`config.mk`:
```
export PLATFORM = sky130hd
export DESIGN_NAME = regfile_mp_sb_flat
export DESIGN_NICKNAME = d
export VERILOG_FILES = /design/src/rtl/regfile_mp_sb_if.sv /design/src/rtl/regfile_mp_sb.sv /design/src/flat_wrapper.sv
export SDC_FILE = /design/constraint.sdc
export NUM_CORES = 2
export LEC_CHECK = 0
export BUFFER_PORTS_ARGS = -buffer_cell sky130_fd_sc_hd__buf_2
export CORE_ASPECT_RATIO = 0.5
export CORE_UTILIZATION = 50
export DETAILED_ROUTE_END_ITERATION = 10
export PLACE_DENSITY = 0.77
export SYNTH_ARGS = -nofsm -noshare
export SYNTH_HDL_FRONTEND = slang
export SYNTH_SLANG_ARGS = --single-unit
```
`constraint.sdc`:
```
create_clock -name clk -period 58.1 [get_ports clk]
set_clock_uncertainty 0.2 [all_clocks]
set_input_delay 11.62 -clock clk [delete_from_list [all_inputs] [get_ports clk]]
set_output_delay 11.62 -clock clk [all_outputs]
set_load 0.005 [all_outputs]
```
`src/rtl/regfile_mp_sb_if.sv`:
```
// regfile_mp_sb_if: bus bundle between the pipelined core and regfile_mp_sb.
//   rd_addr/rd_data/rd_busy : NUM_RD combinational read ports (port k in slice k)
//   wr_en/wr_addr/wr_data   : WB0 (ALU) in the low slice, WB1 (load) in the high slice
//   iss_en/iss_addr         : destination of the instruction issuing this cycle
//   pending_cnt/any_busy    : scoreboard occupancy
// master = core side, slave = register file side.
interface regfile_mp_sb_if #(
    parameter int XLEN   = 32,
    parameter int ADDR_W = 5,
    parameter int NUM_RD = 2,
    parameter int CNT_W  = 6
);
    logic [NUM_RD*ADDR_W-1:0] rd_addr;
    logic [NUM_RD*XLEN-1:0]   rd_data;
    logic [NUM_RD-1:0]        rd_busy;
    logic [1:0]               wr_en;
    logic [2*ADDR_W-1:0]      wr_addr;
    logic [2*XLEN-1:0]        wr_data;
    logic                     iss_en;
    logic [ADDR_W-1:0]        iss_addr;
    logic [CNT_W-1:0]         pending_cnt;
    logic                     any_busy;

    modport master (
        output rd_addr, wr_en, wr_addr, wr_data, iss_en, iss_addr,
        input  rd_data, rd_busy, pending_cnt, any_busy
    );

    modport slave (
        input  rd_addr, wr_en, wr_addr, wr_data, iss_en, iss_addr,
        output rd_data, rd_busy, pending_cnt, any_busy
    );
endinterface

```
`src/rtl/regfile_mp_sb.sv`:
```
// regfile_mp_sb: multi-port register file with integrated RAW scoreboard.
//   clk, rst : system clock, asynchronous active-high reset
//   bus      : regfile_mp_sb_if.slave (read ports, WB0/WB1 write ports,
//              issue port, pending_cnt/any_busy)
// Register 0 is hardwired to zero and never busy. WB1 wins over WB0 on a
// same-address write; an issue wins over a write-clear of the same register.
// Optional macro REGFILE_BYPASS_EN: forwards active write data to the read
// ports in the same cycle and masks rd_busy for a register being written.

// One read port: stored-state lookup plus optional write forwarding.
module regfile_mp_sb_rdport #(
    parameter int XLEN   = 32,
    parameter int ADDR_W = 5
) (
    input  logic                               i_rst,
    input  logic [ADDR_W-1:0]                  i_addr,
    input  logic [2**ADDR_W-1:0][XLEN-1:0]     i_regs,
    input  logic [2**ADDR_W-1:0]               i_busy,
    input  logic [1:0]                         i_we,      // already qualified with addr != 0
    input  logic [ADDR_W-1:0]                  i_wa0,
    input  logic [ADDR_W-1:0]                  i_wa1,
    input  logic [XLEN-1:0]                    i_wd0,
    input  logic [XLEN-1:0]                    i_wd1,
    input  logic                               i_iss,     // already qualified with addr != 0
    input  logic [ADDR_W-1:0]                  i_iss_addr,
    output logic [XLEN-1:0]                    o_data,
    output logic                               o_busy
);
    logic w_nz;
    assign w_nz = (i_addr != '0);

`ifdef REGFILE_BYPASS_EN
    logic w_hit0, w_hit1, w_iss_hit;
    assign w_hit0    = i_we[0] && (i_wa0 == i_addr);
    assign w_hit1    = i_we[1] && (i_wa1 == i_addr);
    assign w_iss_hit = i_iss && (i_iss_addr == i_addr);

    always_comb begin
        o_data = '0;
        o_busy = 1'b0;
        if (!i_rst && w_nz) begin
            if (w_hit1)      o_data = i_wd1;
            else if (w_hit0) o_data = i_wd0;
            else             o_data = i_regs[i_addr];
            // A producer completing now clears the hazard unless a new
            // producer for the same register is issuing in the same cycle.
            o_busy = ((w_hit0 || w_hit1) && !w_iss_hit) ? 1'b0 : i_busy[i_addr];
        end
    end
`else
    logic w_unused;
    assign w_unused = ^{i_we, i_wa0, i_wa1, i_wd0, i_wd1, i_iss, i_iss_addr};

    always_comb begin
        o_data = '0;
        o_busy = 1'b0;
        if (!i_rst && w_nz) begin
            o_data = i_regs[i_addr];
            o_busy = i_busy[i_addr];
        end
    end
`endif
endmodule

module regfile_mp_sb #(
    parameter int XLEN   = 32,
    parameter int ADDR_W = 5,
    parameter int NUM_RD = 2,
    parameter int CNT_W  = 6
) (
    input  logic           clk,
    input  logic           rst,
    regfile_mp_sb_if.slave bus
);
    localparam int NREGS = 2**ADDR_W;

    logic [NREGS-1:0][XLEN-1:0]  r_regs;
    logic [NREGS-1:0]            r_busy;
    logic [NREGS-1:0]            w_busy_nxt;
    logic [CNT_W-1:0]            r_cnt;

    logic [ADDR_W-1:0]           w_wa0, w_wa1, w_iss_addr;
    logic [XLEN-1:0]             w_wd0, w_wd1;
    logic                        w_we0, w_we1, w_iss;
    logic                        w_inc, w_dec0, w_dec1;
    logic [NUM_RD-1:0][XLEN-1:0] w_rd_data;
    logic [NUM_RD-1:0]           w_rd_busy;

    assign w_wa0      = bus.wr_addr[0 +: ADDR_W];
    assign w_wa1      = bus.wr_addr[ADDR_W +: ADDR_W];
    assign w_wd0      = bus.wr_data[0 +: XLEN];
    assign w_wd1      = bus.wr_data[XLEN +: XLEN];
    assign w_iss_addr = bus.iss_addr;

    // Address-0 traffic is dropped here so nothing downstream sees it.
    assign w_we0 = bus.wr_en[0] && (w_wa0 != '0);
    assign w_we1 = bus.wr_en[1] && (w_wa1 != '0);
    assign w_iss = bus.iss_en && (w_iss_addr != '0);

    // Clears first, then the issue set, so set wins on the same register.
    always_comb begin
        w_busy_nxt = r_busy;
        if (w_we0) w_busy_nxt[w_wa0] = 1'b0;
        if (w_we1) w_busy_nxt[w_wa1] = 1'b0;
        if (w_iss) w_busy_nxt[w_iss_addr] = 1'b1;
        w_busy_nxt[0] = 1'b0;
    end

    // Incremental occupancy: count only real 0->1 / 1->0 transitions.
    // WB1 does not decrement again when WB0 already clears the same register.
    assign w_inc  = w_iss && !r_busy[w_iss_addr];
    assign w_dec0 = w_we0 && r_busy[w_wa0] && !(w_iss && (w_iss_addr == w_wa0));
    assign w_dec1 = w_we1 && r_busy[w_wa1] && !(w_iss && (w_iss_addr == w_wa1))
                    && !(w_we0 && (w_wa0 == w_wa1));

    always_ff @(posedge clk or posedge rst) begin
        if (rst) begin
            r_regs <= '0;
            r_busy <= '0;
            r_cnt  <= '0;
        end else begin
            // WB1 assigned last so it wins a same-address collision.
            if (w_we0) r_regs[w_wa0] <= w_wd0;
            if (w_we1) r_regs[w_wa1] <= w_wd1;
            r_busy <= w_busy_nxt;
            r_cnt  <= r_cnt + CNT_W'(w_inc) - CNT_W'(w_dec0) - CNT_W'(w_dec1);
        end
    end

    for (genvar k = 0; k < NUM_RD; k++) begin : g_rd
        regfile_mp_sb_rdport #(
            .XLEN   (XLEN),
            .ADDR_W (ADDR_W)
        ) u_rd (
            .i_rst      (rst),
            .i_addr     (bus.rd_addr[k*ADDR_W +: ADDR_W]),
            .i_regs     (r_regs),
            .i_busy     (r_busy),
            .i_we       ({w_we1, w_we0}),
            .i_wa0      (w_wa0),
            .i_wa1      (w_wa1),
            .i_wd0      (w_wd0),
            .i_wd1      (w_wd1),
            .i_iss      (w_iss),
            .i_iss_addr (w_iss_addr),
            .o_data     (w_rd_data[k]),
            .o_busy     (w_rd_busy[k])
        );
    end

    assign bus.rd_data     = w_rd_data;
    assign bus.rd_busy     = w_rd_busy;
    assign bus.pending_cnt = r_cnt;
    assign bus.any_busy    = (r_cnt != '0);
endmodule
```
`src/flat_wrapper.sv`:
```
// flat-port wrapper written by rule: the top's interface ports become plain ports
module regfile_mp_sb_flat 
#(
    parameter int XLEN   = 32,
    parameter int ADDR_W = 5,
    parameter int NUM_RD = 2,
    parameter int CNT_W  = 6
)
  (clk, rst, bus_rd_addr, bus_wr_en, bus_wr_addr, bus_wr_data, bus_iss_en, bus_iss_addr, bus_rd_data, bus_rd_busy, bus_pending_cnt, bus_any_busy);
  regfile_mp_sb_if #(.XLEN(XLEN), .ADDR_W(ADDR_W), .NUM_RD(NUM_RD), .CNT_W(CNT_W)) bus_i ();
  input  logic clk;
  input  logic rst;
  input wire logic [$bits(bus_i.rd_addr)-1:0] bus_rd_addr;
  input wire logic [$bits(bus_i.wr_en)-1:0] bus_wr_en;
  input wire logic [$bits(bus_i.wr_addr)-1:0] bus_wr_addr;
  input wire logic [$bits(bus_i.wr_data)-1:0] bus_wr_data;
  input wire logic [$bits(bus_i.iss_en)-1:0] bus_iss_en;
  input wire logic [$bits(bus_i.iss_addr)-1:0] bus_iss_addr;
  output wire logic [$bits(bus_i.rd_data)-1:0] bus_rd_data;
  output wire logic [$bits(bus_i.rd_busy)-1:0] bus_rd_busy;
  output wire logic [$bits(bus_i.pending_cnt)-1:0] bus_pending_cnt;
  output wire logic [$bits(bus_i.any_busy)-1:0] bus_any_busy;
  assign bus_i.rd_addr = bus_rd_addr;
  assign bus_i.wr_en = bus_wr_en;
  assign bus_i.wr_addr = bus_wr_addr;
  assign bus_i.wr_data = bus_wr_data;
  assign bus_i.iss_en = bus_iss_en;
  assign bus_i.iss_addr = bus_iss_addr;
  assign bus_rd_data = bus_i.rd_data;
  assign bus_rd_busy = bus_i.rd_busy;
  assign bus_pending_cnt = bus_i.pending_cnt;
  assign bus_any_busy = bus_i.any_busy;
  regfile_mp_sb #(.XLEN(XLEN), .ADDR_W(ADDR_W), .NUM_RD(NUM_RD), .CNT_W(CNT_W)) u_core (.clk(clk), .rst(rst), .bus(bus_i));
endmodule
```
### Word level (Yosys, flattened, before mapping)

Index checks and enable logic that the tools add are counted.

* flip-flop bits (word level): 1061
* latch bits: 0
* memory bits (writable): 0
* bits in read-only memories: 0
* bits of input ports: 94
* output and inout port bits: 73
* logic and storage cells: 116
* memories kept: 0

* add/sub/neg operators: 3
* multiply operators: 0
* div/mod/pow operators: 0
* $lt $le $gt $ge: 8
* eq/ne operators: 3
* shift-type cells: 0
* multiplexer cells: 35
* bitwise logic cells: 5
* reduce and logical (&&, ||, !) cells: 28

Operators with widths (count)
* 1024-bit bitwise mux: 2
* 1024-bit 2-to-1 mux: 2
* 32-bit binary-select mux with 5-bit select: 2
* 32-bit demux with 5-bit select: 2
* 32-bit 2-to-1 mux: 9
* 32-bit AND: 2
* 32-bit NOT: 2
* 32-bit bitwise OR: 1
* 5-bit by 6-bit less-than comparator with 1-bit output, second input constant: 5
* 1-bit binary-select mux with 5-bit select: 5
* 5-bit nonzero test: 5
* 1-bit logical AND: 17
* 1-bit demux with 5-bit select: 3
* 5-bit equality test: 3
* 5-bit by 1-bit greater-or-equal comparator with 1-bit output, second input constant: 3
* 6-bit by 1-bit subtractor with 6-bit output: 2
* 1-bit 2-to-1 mux: 10
* 6-bit by 1-bit adder with 6-bit output: 1
* 6-bit nonzero test: 1
* 1-bit zero test: 5

### Depth between registers and ports, before layout

* depth after elaboration: 11
* depth in mapped cells: 16
* gate-level depth less buffers: 14

### Cells and area by module

From an unflattened synthesis, not the netlist that was laid out.

* cells, all modules: 6649
* area, all modules: 67209.5 um2

Modules (own cells, without submodules)
* regfile_mp_sb: instances 1, cells each 4925, area an instance 50040.5 um2
* regfile_mp_sb_rdport: instances 2, cells each 862, area an instance 8584.5 um2

### Worst setup path before layout

Ideal clock, no wire load.

* path kind: input to output
* from: input port rst
* to: output port bus_rd_busy[1]
* arrival time: 38321 ps
* setup slack: 7959 ps
* stages: 5
* buffers on the path: 1
* path through: inv_1 nand3_1 o22a_1 o221ai_1 buf_4

* word-level cells in the longest chain between the ends: 3

Ends and longest elaborated chain
* from (decl): RTL line flat_wrapper.sv:12 `input logic rst;`
* 1-bit zero test (no source line)
* 1-bit logical AND: RTL line regfile_mp_sb.sv:57 `if (!i_rst && w_nz) begin`
* 1-bit 2-to-1 mux: RTL line regfile_mp_sb.sv:57
* to (decl): RTL line flat_wrapper.sv:20 `output wire logic [$bits(bus_i.rd_busy)-1:0] bus_rd_busy;`

Every way passes these cells.

### Final worst setup path

* from: input port bus_rd_addr[5]
* to: output port bus_rd_data[57]

* word-level cells in the longest chain between the ends: 3
* elaborated cells between the ends (all ways): 5

Ends and longest elaborated chain
* from (decl): RTL line flat_wrapper.sv:13 `input wire logic [$bits(bus_i.rd_addr)-1:0] bus_rd_addr;`
* 32-bit binary-select mux with 5-bit select or 5-bit nonzero test (tied branches): RTL line regfile_mp_sb.sv:58, regfile_mp_sb.sv:30
* 32-bit 2-to-1 mux (implied by the code) or 1-bit logical AND (tied branches): RTL line regfile_mp_sb.sv:58, regfile_mp_sb.sv:57
* 32-bit 2-to-1 mux (*): RTL line regfile_mp_sb.sv:57
* to (decl): RTL line flat_wrapper.sv:19 `output wire logic [$bits(bus_i.rd_data)-1:0] bus_rd_data;`

Mark *: on every way between the ends. The rest lies on a longest branch, timed or not. The select of a mux whose other input is x is not followed.

==> key figures <==
Clocking
  – Post-CTS setup buffer count: 0
  – Root buffer cell: clkbuf_16
  – CTS buffer count: 98
  – Post-cts sizing count: 0
  – Clk pin slew, worst setup/hold paths: 70 ps
  – Clk sink count: 1061
  – Hold_buf cts: 0
  – CTS tree: built
  – CTS HTree Levels: 3
  – Worst-Skew Late Latency: 750 ps
  – Clk buf depth: 3

Layout
  – P&R area growth vs syn: 6.51%
  – Post-route cell area: 0.0708 sq mm
  – Filler cell count: 10900
  – Share of post-route cells with drive strength above 1: 17.8%
  – Nets@finish: 5739
  – Layout Cells excl Fill: 7510

Worst hold path
  – Hold EP: u_core.r_regs[20]
  – Hold path start: u_core.r_regs[20]
  – Hold Path Class: reg2reg
  – Hold depth: 0

Synthesis
  – Largest cells by area after synthesis: dfrtp_1, mux2i_1, mux4_2
  – Mapped Cells: 6043
  – Yosys reg bits: 1061
  – Net count after synthesis: 6147
  – Syn avg cell area: 11.0 sq um
  – Synthesis Warnings: 0
  – Synth area leader: dfrtp_1
  – Top FF cell, synth: dfrtp_1
  – Synth unique cells: 57
  – Mapped Area: 0.0664 sq mm
  – EDFF count, synth: 0
  – Ys async rst share: 100%
  – Post-synth top area share: 40.0%
  – Seq/Total Area, Yosys: 40.0%

STA
  – Endpoints failing setup: 0
  – RSZ-0062 raised after global routing: no
  – Worst Tran Pin Value: 1330 ps
  – Setup TNS: 0 ps
  – Final Max Slew Viols: 0
  – Min cycle time layout: 27420 ps
  – Max-slew headroom: 11.3%
  – Crit share post-route: 47.2%
  – Fmax: 36.5 MHz
  – Hold violation count in the final report: 0

Setup path
  – CP endpoint kind: output pin
  – Reg2reg path depth: 13
  – Setup CP Type: in2out
  – CP required: 46280 ps
  – Startpoint Class: input pin
  – FF-to-FF End: u_core.bus.pending_cnt[5]
  – WP data arrival: 15600 ps
  – Register-to-register setup slack: 54250 ps
  – Worst flop-to-flop path startpoint: u_core.r_busy[12]
  – Crit path max fanout: 69

Route
  – Vias/cell: 6.97
  – Drt pass-1 iters: 9
  – DR iter-0 viols: 8333
  – Final wirelength: 231000 um
  – Routed WL per cell: 30.8 um
  – Via count: 52300
  – DRC viols: 0
  – Final antenna-violating net count: 0

Power and ir drop
  – P_leak: 0.0312 uW
  – Power per Cell Area: 33.9 mW/mm^2
  – Peak supply drop: 0.0252 mV

Floorplan
  – Initial core utilization: 50.5%
  – Die Y: 260 um
  – I/O Pins: 167
  – DIE AREA: 0.134 sq mm
  – Core area: 0.132 sq mm
  – Die Width: 518 um
  – Num rows: 94

Placed design
  – PortBufs: 166
  – Placer Congestion: 0.902
  – Number of instances in the placed design: 7311
  – Area post-placement: 0.0673 sq mm
  – Detail Placement HPWL: 119000 um

Global routing
  – Vias in the first global route: 51600
  – Tot GR Track Use: 34.2%
  – Initial antenna violation count: 27
  – Global-route wire length before repair: 342000 um
  – Largest net degree at the start of global routing: 132
  – Grt total ovfl: 0

Flow run
  – Max Cap Viol: 0

Outcome
  – Outcome: finished, final reports clean
[per-stage QoR]
stage / hold slack [ps] / utilization (%) / power [uW] / worst slack, ps
CTS: 198 / 53.7 / 2380 / 30640
finish: 198 / 53.8 / 2400 / 30680
global route: 204 / 53.8 / 2500 / 30400
global placement: 177 / 51.2 / 1660 / 30670
floorplan: 241 / - / 1530 / 7960
detailed placement: 183 / 51.2 / 1690 / 30640
[power breakdown]
part | internal, uW | switching (uW)
combinational | 339 | 271
sequential | 931 | 161
clock | 377 | 320
total | 1650 | 752
[critical path, cell delays in order]
cell	delay, ps
buf_8	570
buf_4	890
buf_4	840
mux4_2	610
mux2i_1	180
o22a_1	240
o221ai_1	250
buf_2	240
[sequential cells by signal, summed over array words and instances (netlist names)]
| name | cells |
|---|---|
| u_core.r_busy | 31 |
| u_core.bus.pending_cnt | 6 |
| u_core.r_regs | 1024 |
[synthesized netlist by cell type (all sizes together) (2+ instances only)]
library cell and count:
mux4 541, nor3 13, o31ai 3, nand2 570
or3 2, nor3b 8, ha 8, and3b 6
nand3b 10, nand3 16, a22oi 3, mux2 5
a32o 15, o21ai 494, nor2b 3, o311ai 2
buf 257, dfrtp 1061, o22ai 2, clkbuf 479
xnor2 8, a21oi 522, o22a 66, a22o 5
inv 12, and2 8, mux2i 1267, o221ai 66
and3 7, fa 2, or2 2, nor2 556
nor4b 2, xor2 10
[per-layer routing]
metal,vias to the layer above,wire length (um),GRT usage [%]
met5,-,129,0.936
met4,8,14500,19.8
met3,932,35200,12.7
met2,4163,99100,50.1
met1,25900,82400,43.5
li1,21300,-,-
[cell families after synthesis]
| family | share of synthesized area (%) |
|---|---|
| fa+ha+maj | 0.211 |
| buf+inv | 4.94 |
| flops | 40.0 |
| mux | 37.5 |
| xor+xnor | 0.237 |
| simple gates | 7.26 |
| compound gates | 9.88 |
[cells in the final DEF (no fill, tap or decap), types with 7 or more instances in the layout]
master | synthesis | final
mux2i_1 | 1267 | 1267
dfrtp_1 | 1061 | 1061
mux4_2 | 541 | 541
nand2_1 | 567 | 539
nor2_1 | 544 | 529
a21oi_1 | 522 | 522
o21ai_0 | 468 | 468
buf_2 | 134 | 160
clkbuf_16 | 0 | 98
o22a_1 | 66 | 66
o221ai_1 | 66 | 66
buf_4 | 66 | 55
nand2_4 | 0 | 30
clkinv_2 | 0 | 30
nor2_4 | 3 | 27
o21ai_1 | 26 | 26
clkbuf_8 | 0 | 22
diode_2 | 0 | 19
a32o_1 | 15 | 15
nand3_1 | 15 | 12
nor3_1 | 12 | 12
inv_1 | 12 | 11
clkbuf_1 | 478 | 11
nand3b_1 | 10 | 10
xor2_1 | 10 | 10
nor3b_1 | 8 | 8
xnor2_1 | 8 | 8
and2_1 | 8 | 8
ha_1 | 8 | 8
bufinv_16 | 0 | 8
buf_12 | 0 | 7
[worst max-delay path by stage]
stage / startpoint / to / slack [ps] / cells after the start
after global routing: bus_rd_addr[5] / bus_rd_data[57] / 30400 / 8
after detailed placement: bus_rd_addr[5] / bus_rd_data[57] / 30640 / 8
final: bus_rd_addr[5] / bus_rd_data[57] / 30680 / 8
after global placement: bus_rd_addr[5] / bus_rd_data[57] / 30670 / 8
after CTS: bus_rd_addr[5] / bus_rd_data[57] / 30640 / 8
after floorplan: rst / bus_rd_busy[1] / 7960 / 5
[cell type report]
cell class / count / area [sq um] / share of cell area, %
clock buffer: 131 / 2800 / 3.95
tap: 1776 / 2220 / 3.14
sequential: 1061 / 26600 / 37.5
antenna: 19 / 47.5 / 0.0672
clock inverter: 49 / 581 / 0.820
inverter: 12 / 52.6 / 0.0743
timing repair buffer: 228 / 1440 / 2.04
multi-input combinational: 4234 / 37100 / 52.4
(Power assumes the default switching activity.)
